--- config.mk ---
export PLATFORM = sky130hd
export DESIGN_NAME = sim_run_ctrl
export DESIGN_NICKNAME = d
export VERILOG_FILES = /design/src/rtl/sim_run_ctrl.sv
export SDC_FILE = /design/constraint.sdc
export NUM_CORES = 1
export LEC_CHECK = 0
export ABC_AREA = 1
export CAP_MARGIN = 20
export CELL_PAD_IN_SITES_DETAIL_PLACEMENT = 1
export CELL_PAD_IN_SITES_GLOBAL_PLACEMENT = 2
export CORE_AREA = 2 2 134 136
export CTS_CLUSTER_SIZE = 14
export DETAILED_ROUTE_END_ITERATION = 7
export DIE_AREA = 0 0 136 138
export GPL_TIMING_DRIVEN = 0
export PLACE_DENSITY_LB_ADDON = 0.1
export SYNTH_ARGS = -nofsm -noshare
export SYNTH_HDL_FRONTEND = slang
export SYNTH_SLANG_ARGS = --single-unit
--- constraint.sdc ---
create_clock -name clk -period 3.2 [get_ports clk]
set_clock_uncertainty 0.05 [all_clocks]
set_input_delay 0.64 -clock clk [delete_from_list [all_inputs] [get_ports clk]]
set_output_delay 0.64 -clock clk [all_outputs]
set_load 0.005 [all_outputs]
--- src/rtl/sim_run_ctrl.sv ---
// sim_run_ctrl: run-control and self-check monitor for CPU simulation / FPGA bring-up.
// Holds the CPU in reset for RST_HOLD_CYCLES edges after rst falls, then counts RUN
// cycles. It snoops the CPU data-memory write port for a tohost completion write
// (odd value at TOHOST_ADDR) and reports pass/fail/timeout as sticky flags.
//
// Ports:
//   clk, rst        system clock, asynchronous active-high reset
//   cpu_rst_o       reset driven to the CPU (registered)
//   mem_we/addr/wdata  snooped CPU data-memory write port
//   running         high while in RUN
//   done            sticky: finished by any cause
//   pass/fail/timeout  sticky result; exactly one is set when done=1
//   test_code       mem_wdata>>1 captured on fail, else 0
//   cycle_count     RUN cycles elapsed (saturating)
//
// Optional: define SIM_FINISH_EN (simulation only) to print the result when done
// rises and call $finish one clock later.
`timescale 1ns/1ps
module sim_run_ctrl #(
  parameter int unsigned       RST_HOLD_CYCLES = 2,
  parameter int unsigned       TIMEOUT_CYCLES  = 150,
  parameter int unsigned       ADDR_W          = 32,
  parameter int unsigned       DATA_W          = 32,
  parameter int unsigned       COUNT_W         = 32,
  parameter logic [ADDR_W-1:0] TOHOST_ADDR     = 32'h0000_1000
) (
  input  logic               clk,
  input  logic               rst,
  output logic               cpu_rst_o,
  input  logic               mem_we,
  input  logic [ADDR_W-1:0]  mem_addr,
  input  logic [DATA_W-1:0]  mem_wdata,
  output logic               running,
  output logic               done,
  output logic               pass,
  output logic               fail,
  output logic               timeout,
  output logic [DATA_W-1:0]  test_code,
  output logic [COUNT_W-1:0] cycle_count
);

  localparam int unsigned HOLD_W = (RST_HOLD_CYCLES > 1) ? $clog2(RST_HOLD_CYCLES) : 1;
  localparam logic [HOLD_W-1:0]  HOLD_LAST = HOLD_W'(RST_HOLD_CYCLES - 1);
  localparam logic [COUNT_W-1:0] TO_LAST   = COUNT_W'(TIMEOUT_CYCLES - 1);

  typedef enum logic [1:0] {HOLD, RUN, DONE} state_t;

  state_t             state_q;
  logic [HOLD_W-1:0]  hold_cnt_q;
  logic               cpu_rst_q;
  logic               running_q;
  logic               done_q;
  logic               pass_q;
  logic               fail_q;
  logic               timeout_q;
  logic [DATA_W-1:0]  test_code_q;
  logic [COUNT_W-1:0] cycle_count_q;

  logic               cmpl_hit;
  logic               pass_hit;
  logic               to_hit;
  logic [COUNT_W-1:0] cycle_count_d;

  always_comb begin
    cmpl_hit      = mem_we && (mem_addr == TOHOST_ADDR) && mem_wdata[0];
    pass_hit      = (mem_wdata == DATA_W'(1));
    // Completion write in the same cycle takes priority over the timeout.
    to_hit        = (TIMEOUT_CYCLES != 0) && (cycle_count_q == TO_LAST) && !cmpl_hit;
    cycle_count_d = (cycle_count_q == '1) ? cycle_count_q : cycle_count_q + 1'b1;
  end

  always_ff @(posedge clk or posedge rst) begin
    if (rst) begin
      state_q       <= HOLD;
      hold_cnt_q    <= '0;
      cpu_rst_q     <= 1'b1;
      running_q     <= 1'b0;
      done_q        <= 1'b0;
      pass_q        <= 1'b0;
      fail_q        <= 1'b0;
      timeout_q     <= 1'b0;
      test_code_q   <= '0;
      cycle_count_q <= '0;
    end else begin
      case (state_q)
        HOLD: begin
          if (hold_cnt_q == HOLD_LAST) begin
            state_q   <= RUN;
            cpu_rst_q <= 1'b0;
            running_q <= 1'b1;
          end else begin
            hold_cnt_q <= hold_cnt_q + 1'b1;
          end
        end
        RUN: begin
          cycle_count_q <= cycle_count_d;
          if (cmpl_hit) begin
            state_q   <= DONE;
            running_q <= 1'b0;
            done_q    <= 1'b1;
            if (pass_hit) begin
              pass_q <= 1'b1;
            end else begin
              fail_q      <= 1'b1;
              test_code_q <= mem_wdata >> 1;
            end
          end else if (to_hit) begin
            state_q   <= DONE;
            running_q <= 1'b0;
            done_q    <= 1'b1;
            timeout_q <= 1'b1;
          end
        end
        DONE: begin
          // Everything frozen until rst.
        end
        default: state_q <= HOLD;
      endcase
    end
  end

`ifdef SIM_FINISH_EN
  logic sim_fin_q;

  always_ff @(posedge clk or posedge rst) begin
    if (rst) begin
      sim_fin_q <= 1'b0;
    end else begin
      if (sim_fin_q) $finish;
      if (state_q == RUN && (cmpl_hit || to_hit)) begin
        sim_fin_q <= 1'b1;
        if (cmpl_hit && pass_hit)
          $display("PASS cycles=%0d", cycle_count_d);
        else if (cmpl_hit)
          $display("FAIL code=%0d cycles=%0d", mem_wdata >> 1, cycle_count_d);
        else
          $display("TIMEOUT cycles=%0d", cycle_count_d);
      end
    end
  end
`endif

  assign cpu_rst_o   = cpu_rst_q;
  assign running     = running_q;
  assign done        = done_q;
  assign pass        = pass_q;
  assign fail        = fail_q;
  assign timeout     = timeout_q;
  assign test_code   = test_code_q;
  assign cycle_count = cycle_count_q;

endmodule
==> metrics, run 1 <==
CTS resizes 0; register bit count reported by yosys 72; Slew @ Worst Pin 0.511 ns; Worst VDD drop 0.240 mV; slowest stage cell, crit path clkdlybuf4s50_1; Clock Power Share 0.523; R2R Path End cycle_count[23]; Async SR Flop Fraction 1.00; crit-path cells clkdlybuf4s50_1 > or2_0 > nor2_1 > nand3_1 > nor2_2 > nand3_1 > buf_2 > nand2_1 > nand2_1; Critical Path AT 2.43 ns; post-route clock period utilization 0.702; DR iter-0 viols 160; CP top delay family simple AND/OR/NAND/NOR gates; Yosys cell types 31; Final nets 824; status complete, no violations; Final Critical Period 2.25 ns; WP buf/inv 2; CP Max Fanout 10; # rows 49; Pins Over Slew Limit 0; Post-Synthesis Cell Area 4230 µm²; grt ovf 0; critical path type in2reg; initial antenna violation count 0; critical path startpoint category input port; port bufs 135; CTS buffer count 9; DR vias/cell 4.41; Critical Path Sink test_code[23]; relative slew slack 0.659; Hold-fix buffers, CTS 0; die area 18800 µm²; P&R area growth vs syn 47.2%; CTS sink count 72; max-cap viol count 0; WL/cell 15.1 µm; CTS H-tree depth 3; R2R cell count 11; routability cong. 0.813; CTS clk-pin slew, worst paths 0.06 ns; clk_lat worst skew 0.34 ns; number of fill cells in the layout 2153; Worst Hold Class reg2reg; # DRC 0; switch share 0.219; CP required 3.38 ns; WP depth 9; combinational share of power 0.059; core area 17500 µm²; leakage power 2.85 nW; diode count 0; Global Route Usage Sum 0.167; Net Switching 0.477 mW; final wirelength 15000 µm; Die X 136 µm; syn_area_per_cell 6.95 µm²; post-CTS setup buffers 0; Initial Utilization 0.241; clk root buf clkbuf_16; top_reg_cell synth dfrtp_1; Crit. End Element register; vias in the first global route 4633; total power 2.18 mW; Cells after Synth 608; Mapped Nets 677; ratio of cells with drive above 1 in the final layout 0.0737; DR pass1 iterations 4; Sequential Power Share 0.418; number of synthesized flops with an enable pin 0; Setup TNS 0 ns; vias 4359; max frequency 445 MHz; Final Hold Viols 0; post-synthesis sequential area ratio 0.426; Pwr Density 350 nW/µm²; RSZ-0062 raised after global routing no; synth warn 0; CTS tree done; # IOs 137; CP peak stage delay 0.39 ns; hold_ws 0.395 ns; clock tree buffer depth 2; cell internal pwr 1.70 mW; FF-to-FF setup slack 1.04 ns; RR Startpoint cycle_count[0]; global-route wire length before repair 24400 µm; Crit. Startpoint mem_addr[1]; endpoints failing setup 0; largest net degree at the start of global routing 51; Routed Antenna Nets 0; die height 138 µm; Detailed Place HPWL 11900 µm
[sequential cells by signal, summed over array words and instances, names as in the netlist]
name,cells
pass,1
hold_cnt_q,1
done,1
fail,1
running,1
state_q,2
test_code,31
cycle_count,32
cpu_rst_o,1
timeout,1
[power by group through the flow]
stage                     registers [mW]  clock network, mW  logic (mW)
after floorplan                    0.927                  0      0.0291
after global placement             0.927                  0       0.125
after detailed placement           0.927                  0       0.131
after CTS                          0.910               1.18       0.131
after global routing               0.909               1.22       0.142
final                              0.910               1.14       0.128
[routing by layer]
metal  up-vias  global-route usage  wire length, µm
met5         -                   0                0
met2        93               0.286             7420
met1      2058               0.201             6460
met4         0              0.0439              212
li1       2192                   -                -
met3        16              0.0502              876
[stage by stage]
stage	worst slack, ns	instances	utilization	instance area (µm²)
2_1_floorplan	0.687	608	-	4230
3_3_place_gp	-0.809	972	0.335	5870
3_5_place_dp	0.522	973	0.336	5900
4_1_cts	0.887	989	0.355	6220
5_1_grt	0.720	989	0.355	6220
6_report	0.955	989	0.355	6220
[cell type report]
type / instances / area (µm²) / area share
Tap cell: 229 / 287 / 0.0460
Inverter: 42 / 160 / 0.0257
Clock inverter: 6 / 90.1 / 0.0145
Sequential cell: 72 / 1800 / 0.290
Timing Repair Buffer: 136 / 1380 / 0.222
Buffer: 19 / 136 / 0.0219
Clock buffer: 10 / 239 / 0.0384
Multi-Input combinational cell: 475 / 2130 / 0.342
[worst min-delay path: stages (launching register included)]
cell,delay (ns)
dfstp_2,0.37
inv_1,0.04
nor2_1,0.04
[Yosys cell counts (2+ instances only)]
master    instances  share of area
nand2_1         266           0.24
nor2_1           97          0.086
dfrtp_1          71           0.42
inv_1            40          0.036
nand4_1          34          0.050
nand2_2          12          0.018
nand3_1          12          0.014
xor2_1           10          0.021
nand3b_1          9          0.016
buf_2             8         0.0095
clkbuf_1          6         0.0053
xnor2_1           6          0.012
nor3_1            5         0.0059
o21ai_0           4         0.0047
nor2_2            3         0.0044
nor2_4            3         0.0080
and2_1            2         0.0030
buf_12            2         0.0095
ha_1              2         0.0059
inv_2             2         0.0018
nand2_4           2         0.0053
o21ai_2           2         0.0041
o21bai_1          2         0.0036
[worst min path at each step]
stage,depth (start not counted),to,from
floorplan,2,hold_cnt_q,hold_cnt_q
global placement,2,hold_cnt_q,hold_cnt_q
detailed placement,2,cpu_rst_o,cpu_rst_o
CTS,2,cpu_rst_o,cpu_rst_o
global route,2,cpu_rst_o,cpu_rst_o
finish,2,cpu_rst_o,cpu_rst_o
[layout by cell type (no fill, tap or decap), drive strengths merged, types with 5 or more instances in the layout]
master	n
dfrtp	71
nand3b	9
xnor2	6
buf	14
nand3	12
nand2	280
o21ai	7
inv	44
nand4	34
nor3	5
clkbuf	16
clkdlybuf4s50	135
nor2	103
xor2	10
[cells by family (layout without fill, tap and decap cells)]
group | after synthesis | count (layout) | share of synthesized area
AO/OA/AOI/OAI | 9 | 9 | 0.0136
adder cells (fa/ha/maj) | 2 | 2 | 0.00592
XOR/XNOR | 16 | 16 | 0.0331
AND/OR/NAND/NOR | 447 | 447 | 0.450
flip-flops | 72 | 72 | 0.426
buffers and inverters | 61 | 213 | 0.0695
other | 1 | 1 | 0.000887
Power figures use the tool's default switching activity.
==> inputs of run 2 (changes only) <==
==> constraint.sdc (replaced) <==
create_clock -name clk -period 2.3 [get_ports clk]
set_clock_uncertainty 0.05 [all_clocks]
set_input_delay 0.46 -clock clk [delete_from_list [all_inputs] [get_ports clk]]
set_output_delay 0.46 -clock clk [all_outputs]
set_load 0.005 [all_outputs]
==> run 2 against run 1 <==
  * Count of clock-buffer cells in the layout shrank 1
  * Via count grew 1.2%
  * Worst hold slack lost 0.0013 ns
  * Critical endpoint is now cycle_count[30]
==> metrics, run 2 (synthesis gave the netlist of run 1 again) <==
Routed Antenna Nets 0; Non-Filler Instances 990; critical path startpoint category register; Final nets 825; vias in the first global route 4930; Pins Over Slew Limit 0; Initial Utilization 0.241; # rows 49; Hold-fix buffers, CTS 0; max-cap viol count 0; critical path type reg2reg; ratio of cells with drive above 1 in the final layout 0.0762; die height 138 µm; clk_lat worst skew 0.35 ns; Final Hold Viols 0; pre-CTS WS -0.256 ns; FF-to-FF setup slack 0.23 ns; CP required 2.48 ns; Largest register FFs 32; initial antenna violation count 0; clk root buf clkbuf_16; Global Route Usage Sum 0.173; largest net degree at the start of global routing 32; grt ovf 0; Worst Hold Class reg2reg; leakage power 2.83 nW; placed cells 974; core area 17500 µm²; max frequency 484 MHz; final wirelength 15300 µm; # DRC 0; CTS buffer count 9; switch share 0.240; DR iter-0 viols 150; hold_ws 0.394 ns; Pwr Density 473 nW/µm²; CP Max Fanout 10; Slew @ Worst Pin 0.513 ns; relative slew slack 0.658; clock tree buffer depth 2; routability cong. 0.801; CTS clk-pin slew, worst paths 0.06 ns; most common cell after layout, fill and taps aside nand2_1; port bufs 135; vias 4410; WL/cell 15.5 µm; slowest stage cell, crit path dfrtp_1; DR vias/cell 4.45; post-route clock period utilization 0.899; die area 18800 µm²; Final WS setup 0.232 ns; cell internal pwr 2.23 mW; post-CTS setup buffers 0; Sequential Power Share 0.430; Crit. End Element register; number of fill cells in the layout 2192; Die X 136 µm; Net Switching 0.706 mW; P&R area growth vs syn 47.2%; crit-path cells ha_2 > inv_2 > nor2_4 > nand2_4 > nor2_4 > nand2_2 > nand2_4 > inv_2 > buf_2 > nand2_1 > nand2_1; Final Critical Period 2.07 ns; commonest cells after routing, fill and taps aside 266 x nand2_1, 135 x clkdlybuf4s50_1, 97 x nor2_1, 71 x dfrtp_1, 39 x inv_1; # IOs 137; CTS resizes 0; CTS H-tree depth 3; status complete, no violations; DR pass1 iterations 4; Clock Power Share 0.508; CTS sink count 72; Detailed Place HPWL 12200 µm; CTS tree done; global-route wire length before repair 25300 µm; CP peak stage delay 0.49 ns; endpoints failing setup 0; diode count 0; Critical Path AT 2.25 ns; Worst VDD drop 0.345 mV; combinational share of power 0.062; RSZ-0062 raised after global routing no
==> run 2: path summary, 6_finish.rpt <==
check	start	cells after the start	end
max	cycle_count[0]	11	cycle_count[30]
min	cpu_rst_o	2	cpu_rst_o
max reg2reg	cycle_count[0]	11	cycle_count[30]
min reg2reg	cpu_rst_o	2	cpu_rst_o
max in group asynchronous	rst	4	test_code[27]
min in group asynchronous	rst	2	cycle_count[27]
==> run 2: power by group through the flow <==
stage	combinational (mW)	clock (mW)	sequential [mW]
floorplan	0.0408	0	1.29
CTS	0.187	1.55	1.27
finish	0.182	1.49	1.27
global placement	0.174	0	1.29
global route	0.202	1.60	1.26
detailed placement	0.187	0	1.29
==> run 2: cell type report <==
cell class                      instances  area, µm²  share of cell area
Multi-Input combinational cell        475       2140               0.344
Sequential cell                        72       1800               0.290
Timing Repair Buffer                  137       1390               0.224
Tap cell                              229        287              0.0460
Clock buffer                            9        225              0.0362
Inverter                               42        161              0.0259
Buffer                                 19        136              0.0219
Clock inverter                          7       80.1              0.0129
==> run 2: stage by stage <==
stage	utilization	power (mW)	TNS (ns)	area, µm²
after floorplan	-	1.33	0	4230
after global placement	0.335	1.46	-6.85	5870
after detailed placement	0.337	1.48	-6.82	5910
after CTS	0.354	3.00	0	6210
after global routing	0.355	3.07	0	6220
final	0.355	2.94	0	6220
==> run 2: metal layers <==
| metal | GRT usage | share of wire | vias up |
|---|---|---|---|
| li1 | - | - | 2188 |
| met1 | 0.206 | 0.43 | 2096 |
| met2 | 0.298 | 0.49 | 109 |
| met3 | 0.0557 | 0.069 | 17 |
| met4 | 0.0444 | 0.015 | 0 |
| met5 | 0 | 0 | - |
==> run 2: worst max-delay path, delay by kind of cell, from the launching register on <==
kind	cells	cell delay, ns
adders and majority gates	1	0.31
DFF	1	0.49
buffers and inverters	3	0.35
and+or+nand+nor	7	0.75
==> inputs of run 3 (changes only) <==
--- a/config.mk
+++ b/config.mk
@@ -6,7 +6,6 @@
 export NUM_CORES = 1
 export LEC_CHECK = 0
 export ABC_AREA = 1
-export CAP_MARGIN = 20
 export CELL_PAD_IN_SITES_DETAIL_PLACEMENT = 1
 export CELL_PAD_IN_SITES_GLOBAL_PLACEMENT = 2
 export CORE_AREA = 2 2 134 136
==> results of run 3 <==
Final layout, timing and power as in run 2 (identical DEF).
